**src/rtl/uart_rx_sampler.sv**
```systemverilog
// -----------------------------------------------------------------------------
// uart_rx_sampler
//
// Oversampling UART receive front end. It synchronises the raw serial pin,
// finds start edges, and recovers 8N1 frames (8E1 when UART_RX_PARITY_EN is
// defined). Each bit is decided by a 3-sample majority vote around mid-bit.
// Received bytes sit in a one-entry valid/ready output register that feeds the
// RX FIFO write side. Framing, break and overrun conditions are reported as
// single-cycle pulses.
//
// Optional feature macro: UART_RX_PARITY_EN
//   defined   : adds a parity bit after the data (even parity) and the
//               parity_err_o port; frames are 11 bits long.
//   undefined : plain 8N1, no parity_err_o port.
//
// Ports:
//   clk_i         system clock
//   rst_i         synchronous active-high reset
//   uart_rx_i     asynchronous serial input, idles high
//   rx_valid_o    output register holds a byte
//   rx_ready_i    consumer accepts the byte this cycle
//   rx_data_o     received byte (LSB first on the line)
//   frame_err_o   pulse: stop bit sampled 0 with non-zero data
//   break_o       pulse: stop bit sampled 0 with all-zero data
//   overrun_o     pulse: byte completed while the output register was full
//   parity_err_o  pulse: parity mismatch on a good-stop frame (parity build)
//   busy_o        receiver is inside a frame
// -----------------------------------------------------------------------------
module uart_rx_sampler #(
    parameter int ClockFrequency = 50_000_000,
    parameter int BaudRate       = 115_200,
    parameter int Oversample     = 16
) (
    input  logic       clk_i,
    input  logic       rst_i,
    input  logic       uart_rx_i,
    output logic       rx_valid_o,
    input  logic       rx_ready_i,
    output logic [7:0] rx_data_o,
    output logic       frame_err_o,
    output logic       break_o,
    output logic       overrun_o,
`ifdef UART_RX_PARITY_EN
    output logic       parity_err_o,
`endif
    output logic       busy_o
);

    localparam int DivRatio = ClockFrequency / (BaudRate * Oversample);
    localparam int TickW    = (DivRatio > 1) ? $clog2(DivRatio) : 1;
    localparam int SampW    = $clog2(Oversample);

    generate
        if (DivRatio < 1) begin : g_div_check
            $error("uart_rx_sampler: clock too slow for BaudRate*Oversample");
        end
        if ((Oversample % 2) != 0 || Oversample < 8) begin : g_os_check
            $error("uart_rx_sampler: Oversample must be even and >= 8");
        end
    endgenerate

    // ---------------------------------------------------------------------
    // Synchroniser: stages 0/1 resolve metastability, stage 2 is the
    // previous synced value for falling-edge detection. Reset to idle-high
    // so no phantom start edge appears after reset.
    // ---------------------------------------------------------------------
    logic sync_reg [3];

    generate
        for (genvar gi = 0; gi < 3; gi++) begin : g_sync
            if (gi == 0) begin : g_first
                always_ff @(posedge clk_i) begin
                    if (rst_i) sync_reg[gi] <= 1'b1;
                    else       sync_reg[gi] <= uart_rx_i;
                end
            end else begin : g_rest
                always_ff @(posedge clk_i) begin
                    if (rst_i) sync_reg[gi] <= 1'b1;
                    else       sync_reg[gi] <= sync_reg[gi-1];
                end
            end
        end
    endgenerate

    logic rx_sync;
    logic rx_fall;
    assign rx_sync = sync_reg[1];
    assign rx_fall = sync_reg[2] & ~sync_reg[1];

    // ---------------------------------------------------------------------
    // Free-running oversample tick. It is never realigned to the start edge;
    // the sample counter provides the per-frame phase instead.
    // ---------------------------------------------------------------------
    logic [TickW-1:0] tick_cnt_reg;
    logic             tick;
    assign tick = (tick_cnt_reg == TickW'(DivRatio - 1));

    always_ff @(posedge clk_i) begin
        if (rst_i || tick) tick_cnt_reg <= '0;
        else               tick_cnt_reg <= tick_cnt_reg + 1'b1;
    end

    // ---------------------------------------------------------------------
    // Receive state machine, sample counter and output register.
    // ---------------------------------------------------------------------
    typedef enum logic [2:0] {
        ST_IDLE,
        ST_START,
        ST_DATA,
`ifdef UART_RX_PARITY_EN
        ST_PARITY,
`endif
        ST_STOP
    } state_t;

    state_t           state_reg;
    logic [SampW-1:0] samp_cnt_reg;
    logic [2:0]       bit_cnt_reg;
    logic [7:0]       shift_reg;
    logic             samp_a_reg;
    logic             samp_b_reg;
    logic             rx_valid_reg;
    logic [7:0]       rx_data_reg;
    logic             frame_err_reg;
    logic             break_reg;
    logic             overrun_reg;
`ifdef UART_RX_PARITY_EN
    logic             parity_bit_reg;
    logic             parity_err_reg;
`endif

    // The third sample is the live synced line at the decision count.
    logic vote_point;
    logic voted;
    assign vote_point = tick && (samp_cnt_reg == SampW'(Oversample / 2 + 1));
    assign voted      = (samp_a_reg & samp_b_reg) | (samp_a_reg & rx_sync) |
                        (samp_b_reg & rx_sync);

    always_ff @(posedge clk_i) begin
        if (rst_i) begin
            state_reg      <= ST_IDLE;
            samp_cnt_reg   <= '0;
            bit_cnt_reg    <= '0;
            shift_reg      <= '0;
            samp_a_reg     <= 1'b0;
            samp_b_reg     <= 1'b0;
            rx_valid_reg   <= 1'b0;
            rx_data_reg    <= '0;
            frame_err_reg  <= 1'b0;
            break_reg      <= 1'b0;
            overrun_reg    <= 1'b0;
`ifdef UART_RX_PARITY_EN
            parity_bit_reg <= 1'b0;
            parity_err_reg <= 1'b0;
`endif
        end else begin
            frame_err_reg <= 1'b0;
            break_reg     <= 1'b0;
            overrun_reg   <= 1'b0;
`ifdef UART_RX_PARITY_EN
            parity_err_reg <= 1'b0;
`endif
            // Handshake; a delivery later in this block overrides the clear.
            if (rx_valid_reg && rx_ready_i) rx_valid_reg <= 1'b0;

            if (tick) begin
                if (samp_cnt_reg == SampW'(Oversample - 1)) samp_cnt_reg <= '0;
                else samp_cnt_reg <= samp_cnt_reg + 1'b1;
                if (samp_cnt_reg == SampW'(Oversample / 2 - 1)) samp_a_reg <= rx_sync;
                if (samp_cnt_reg == SampW'(Oversample / 2))     samp_b_reg <= rx_sync;
            end

            case (state_reg)
                ST_IDLE: begin
                    if (rx_fall) begin
                        samp_cnt_reg <= '0;
                        state_reg    <= ST_START;
                    end
                end
                ST_START: begin
                    if (vote_point) begin
                        bit_cnt_reg <= '0;
                        // A high vote means the edge was a glitch.
                        state_reg   <= voted ? ST_IDLE : ST_DATA;
                    end
                end
                ST_DATA: begin
                    if (vote_point) begin
                        shift_reg   <= {voted, shift_reg[7:1]};
                        bit_cnt_reg <= bit_cnt_reg + 1'b1;
                        if (bit_cnt_reg == 3'd7) begin
`ifdef UART_RX_PARITY_EN
                            state_reg <= ST_PARITY;
`else
                            state_reg <= ST_STOP;
`endif
                        end
                    end
                end
`ifdef UART_RX_PARITY_EN
                ST_PARITY: begin
                    if (vote_point) begin
                        parity_bit_reg <= voted;
                        state_reg      <= ST_STOP;
                    end
                end
`endif
                ST_STOP: begin
                    if (vote_point) begin
                        // Back to IDLE at once so the next start edge, which
                        // can arrive half a bit from now, is not missed.
                        state_reg <= ST_IDLE;
                        if (voted) begin
                            if (rx_valid_reg && !rx_ready_i) begin
                                overrun_reg <= 1'b1;
                            end else begin
                                rx_valid_reg <= 1'b1;
                                rx_data_reg  <= shift_reg;
                            end
`ifdef UART_RX_PARITY_EN
                            parity_err_reg <= parity_bit_reg ^ (^shift_reg);
`endif
                        end else if (shift_reg == 8'h00) begin
                            break_reg <= 1'b1;
                        end else begin
                            frame_err_reg <= 1'b1;
                        end
                    end
                end
                default: state_reg <= ST_IDLE;
            endcase
        end
    end

    assign rx_valid_o  = rx_valid_reg;
    assign rx_data_o   = rx_data_reg;
    assign frame_err_o = frame_err_reg;
    assign break_o     = break_reg;
    assign overrun_o   = overrun_reg;
`ifdef UART_RX_PARITY_EN
    assign parity_err_o = parity_err_reg;
`endif
    assign busy_o      = (state_reg != ST_IDLE);

endmodule
```
**config.mk**
```make
export PLATFORM = sky130hd
export DESIGN_NAME = uart_rx_sampler
export DESIGN_NICKNAME = d
export VERILOG_FILES = /design/src/rtl/uart_rx_sampler.sv
export SDC_FILE = /design/constraint.sdc
export NUM_CORES = 1
export LEC_CHECK = 0
export CORE_MARGIN = 2
export CORE_UTILIZATION = 50
export CTS_BUF_LIST = sky130_fd_sc_hd__clkbuf_16
export DETAILED_ROUTE_END_ITERATION = 8
export DONT_BUFFER_PORTS = 1
export PLACE_DENSITY_LB_ADDON = 0.3
export SYNTH_ARGS = -nofsm -noshare
export SYNTH_HDL_FRONTEND = slang
export SYNTH_SLANG_ARGS = --single-unit
```
**constraint.sdc**
```tcl
create_clock -name clk_i -period 1.75 [get_ports clk_i]
set_input_delay 0.175 -clock clk_i [delete_from_list [all_inputs] [get_ports clk_i]]
set_output_delay 0.175 -clock clk_i [all_outputs]
set_load 0.01 [all_outputs]
```
==> reports/metrics.cfg <==
[run_status]
outcome = finished clean

[critical_path]
path_cells = inv_2, ha_4, and4b_2, nand3_4, or4b_1, a31oi_1
path_class = reg -> reg
startpoint = tick_cnt_reg[0]
cp.arrival_ns = 1.85
reg2reg_depth = 6
r2r_setup_slack_ns = 0.1
critical-path-slowest-cell = or4b_1
start_kind = flop
worstSetupEndpointType = flop
cp_slowest_stage_delay_ns = 0.52
r2r-end = bit_cnt_reg[0]
worstPathRequired_ns = 1.95
reg2reg_from = tick_cnt_reg[0]
path_max_fanout = 6
path_delay_family = simple AND/OR/NAND/NOR gates
path_buf_inv = 1

[route]
vias_per_cell = 5.46
route.detailed.drc = 0
wl_per_cell_um = 13.7
antenna_left = 0
detail_route.iter0.violations = 76
vias = 1293
routed_wl_mm = 3.25
first_pass_iters = 4

[synthesis]
synth_top_family_by_area = simple AND/OR/NAND/NOR gates
synth-async-reset-ratio = 0
ys_seq_elements = 39
synthAdderAreaFrac = 0.0590
synthMuxAreaShare = 0.0666
synth_edf_count = 0
syn_avg_cell_area_um2 = 9.29
synthXorXnorAreaFrac = 0.0212
yosysTopAreaCellShare = 0.472
synthTopCellsByArea = dfxtp_1 47%, mux2i_1 6.7%, ha_1 5.3%
synth_top_cell_by_area = dfxtp_1
synth.yosys.seq_area_share = 0.472
synth_compound_area_frac = 0.106
synth_cells = 178
syn_nets = 189
yosysWarnings = 0
synthSimpleGateAreaFrac = 0.238
synth_ff_type = dfxtp_1
synthDistinctLibCells = 38
netlist_area_um2 = 1650

[placed_design]
placed_cell_area_um2 = 1750
gp_congestion = 0.757
io_buffers = 0

[sta]
finClkSkew_ns = 0.00530
min_period_ns = 1.65
rsz0062_at_grt = no
hold_viol_final = 0
tns_ns = 0
whs_ns = 0.113
fin_crit_sh = 0.944
clock.fmax_mhz = 605
setup_viol = 0
drv_slew = 0
maxSlewHeadroom = 0.400
max_slew.worst_pin.slew_ns = 0.897

[clock_network]
htree_levels = 2
cts_tree = yes
clkSinkCount = 39
clkLatencyLatePin_ns = 0.28
path_clk_slew_ns = 0.06
cts_root_buf = clkbuf_16
cts_buffers = 5
clock_path_buffers = 2

[floorplan]
row_count = 20
initial_core_util = 0.533
io_pins = 17
fp.dieArea_um2 = 3780
die_x_um = 61.5
core_area_um2 = 3100
die_y_um = 61.5

[global_route]
overflow = 0
grt_max_degree = 27
grt_pass1_wl_mm = 5.32
antenna_found_initial = 0
first_global_vias = 1203
grt_usage = 0.194

[min_path]
min_path_cells = 2
holdPathEnd = break_o
hp-class = in -> reg
min_from = rst_i

[final_layout]
drive_above_1_share = 0.161
num-nets-final = 203
n_antenna_cell = 0
syn_to_final_growth_pct = 19.1
stdcell_area_um2 = 1970

[power_and_ir_drop]
power.density_nw_per_um2 = 929
p_leak_nw = 0.720
peakVddDrop_mv = 0.737

[job]
cap_violations = 0

[synthesized netlist by cell type (4+ instances only)]
library cell	number
a21oi_1	14
clkbuf_1	4
dfxtp_1	39
ha_1	7
inv_1	5
mux2i_1	11
nand2_1	10
nand3_1	11
nor2_1	23
o21ai_0	12
[cell families (layout without fill, tap and decap cells)]
| group | Yosys count | in the layout |
|---|---|---|
| AND/OR/NAND/NOR | 71 | 71 |
| adder cells (fa/ha/maj) | 8 | 8 |
| buffers and inverters | 13 | 28 |
| XOR/XNOR | 4 | 4 |
| AO/OA/AOI/OAI | 32 | 32 |
| multiplexers | 11 | 11 |
| flip-flops | 39 | 39 |
[how the worst max path moves through the flow]
| stage | slack, ns | depth (start not counted) | to |
|---|---|---|---|
| after floorplan | 0.15 | 7 | bit_cnt_reg[0] |
| after global routing | 0.01 | 6 | bit_cnt_reg[0] |
| after CTS | 0.03 | 8 | shift_reg[3] |
| after detailed placement | -0.006 | 5 | bit_cnt_reg[0] |
| after global placement | 0.08 | 5 | bit_cnt_reg[0] |
| final | 0.1 | 6 | bit_cnt_reg[0] |
[worst register-to-register path, delay by kind of cell (launching register included)]
family                     cells  cell delay (ns)
adders and majority gates      1             0.13
buffers and inverters          1             0.06
AOI/OAI and AO/OA              1             0.16
and+or+nand+nor                3             0.91
DFF                            1             0.32
[through the flow]
stage | std cells | utilization | worst slack (ns) | power, mW
2_1_floorplan | 178 | - | 0.150 | 0.975
3_3_place_gp | 223 | 0.563 | 0.0828 | 0.975
3_5_place_dp | 223 | 0.563 | -0.00566 | 0.979
4_1_cts | 234 | 0.618 | 0.0293 | 1.84
5_1_grt | 237 | 0.634 | 0.0147 | 1.90
6_report | 237 | 0.634 | 0.0983 | 1.83
[cell type report]
cell class | count | area [um^2]
Multi-Input combinational cell | 126 | 838
Clock buffer | 5 | 125
Sequential cell | 39 | 783
Inverter | 5 | 18.8
Clock inverter | 3 | 15.0
Timing Repair Buffer | 15 | 133
Fill cell | 278 | 1130
Tap cell | 44 | 55.1
[cells in the final DEF, fill, tap and decap left out, types with 3 or more instances in the layout]
cell,n
a21oi_1,14
a31oi_1,3
buf_4,11
clkbuf_16,5
dfxtp_1,37
dlygate4sd3_1,3
ha_1,5
inv_1,3
mux2i_1,11
nand2_1,10
nand3_1,11
nand4b_1,3
nor2_1,23
o21ai_0,12
or2_2,3
xor2_1,3
[power breakdown]
group          leakage, nW  switching [mW]  total [mW]  internal (mW)
registers            0.316          0.0163       0.922          0.905
logic                0.338          0.0312      0.0584         0.0272
clock network       0.0649           0.332       0.849          0.517
total                0.720           0.380        1.83           1.45
[layer usage]
metal	track usage	routed length, um	share of wire	up-vias
met3	0.0798	143	0.044	4
li1	-	-	-	658
met1	0.235	1470	0.45	606
met2	0.308	1600	0.49	25
met4	0.0729	37	0.011	0
met5	0	0	0	-
[what timing repair did]
item,4_1_cts,5_1_grt
pin swaps,0,4
resized for setup,1,8
buffers inserted,0,3
endpoints found under the setup margin,1,19
hold endpoints to repair,27,0
hold buffers,3,0
(Power assumes the default switching activity.)
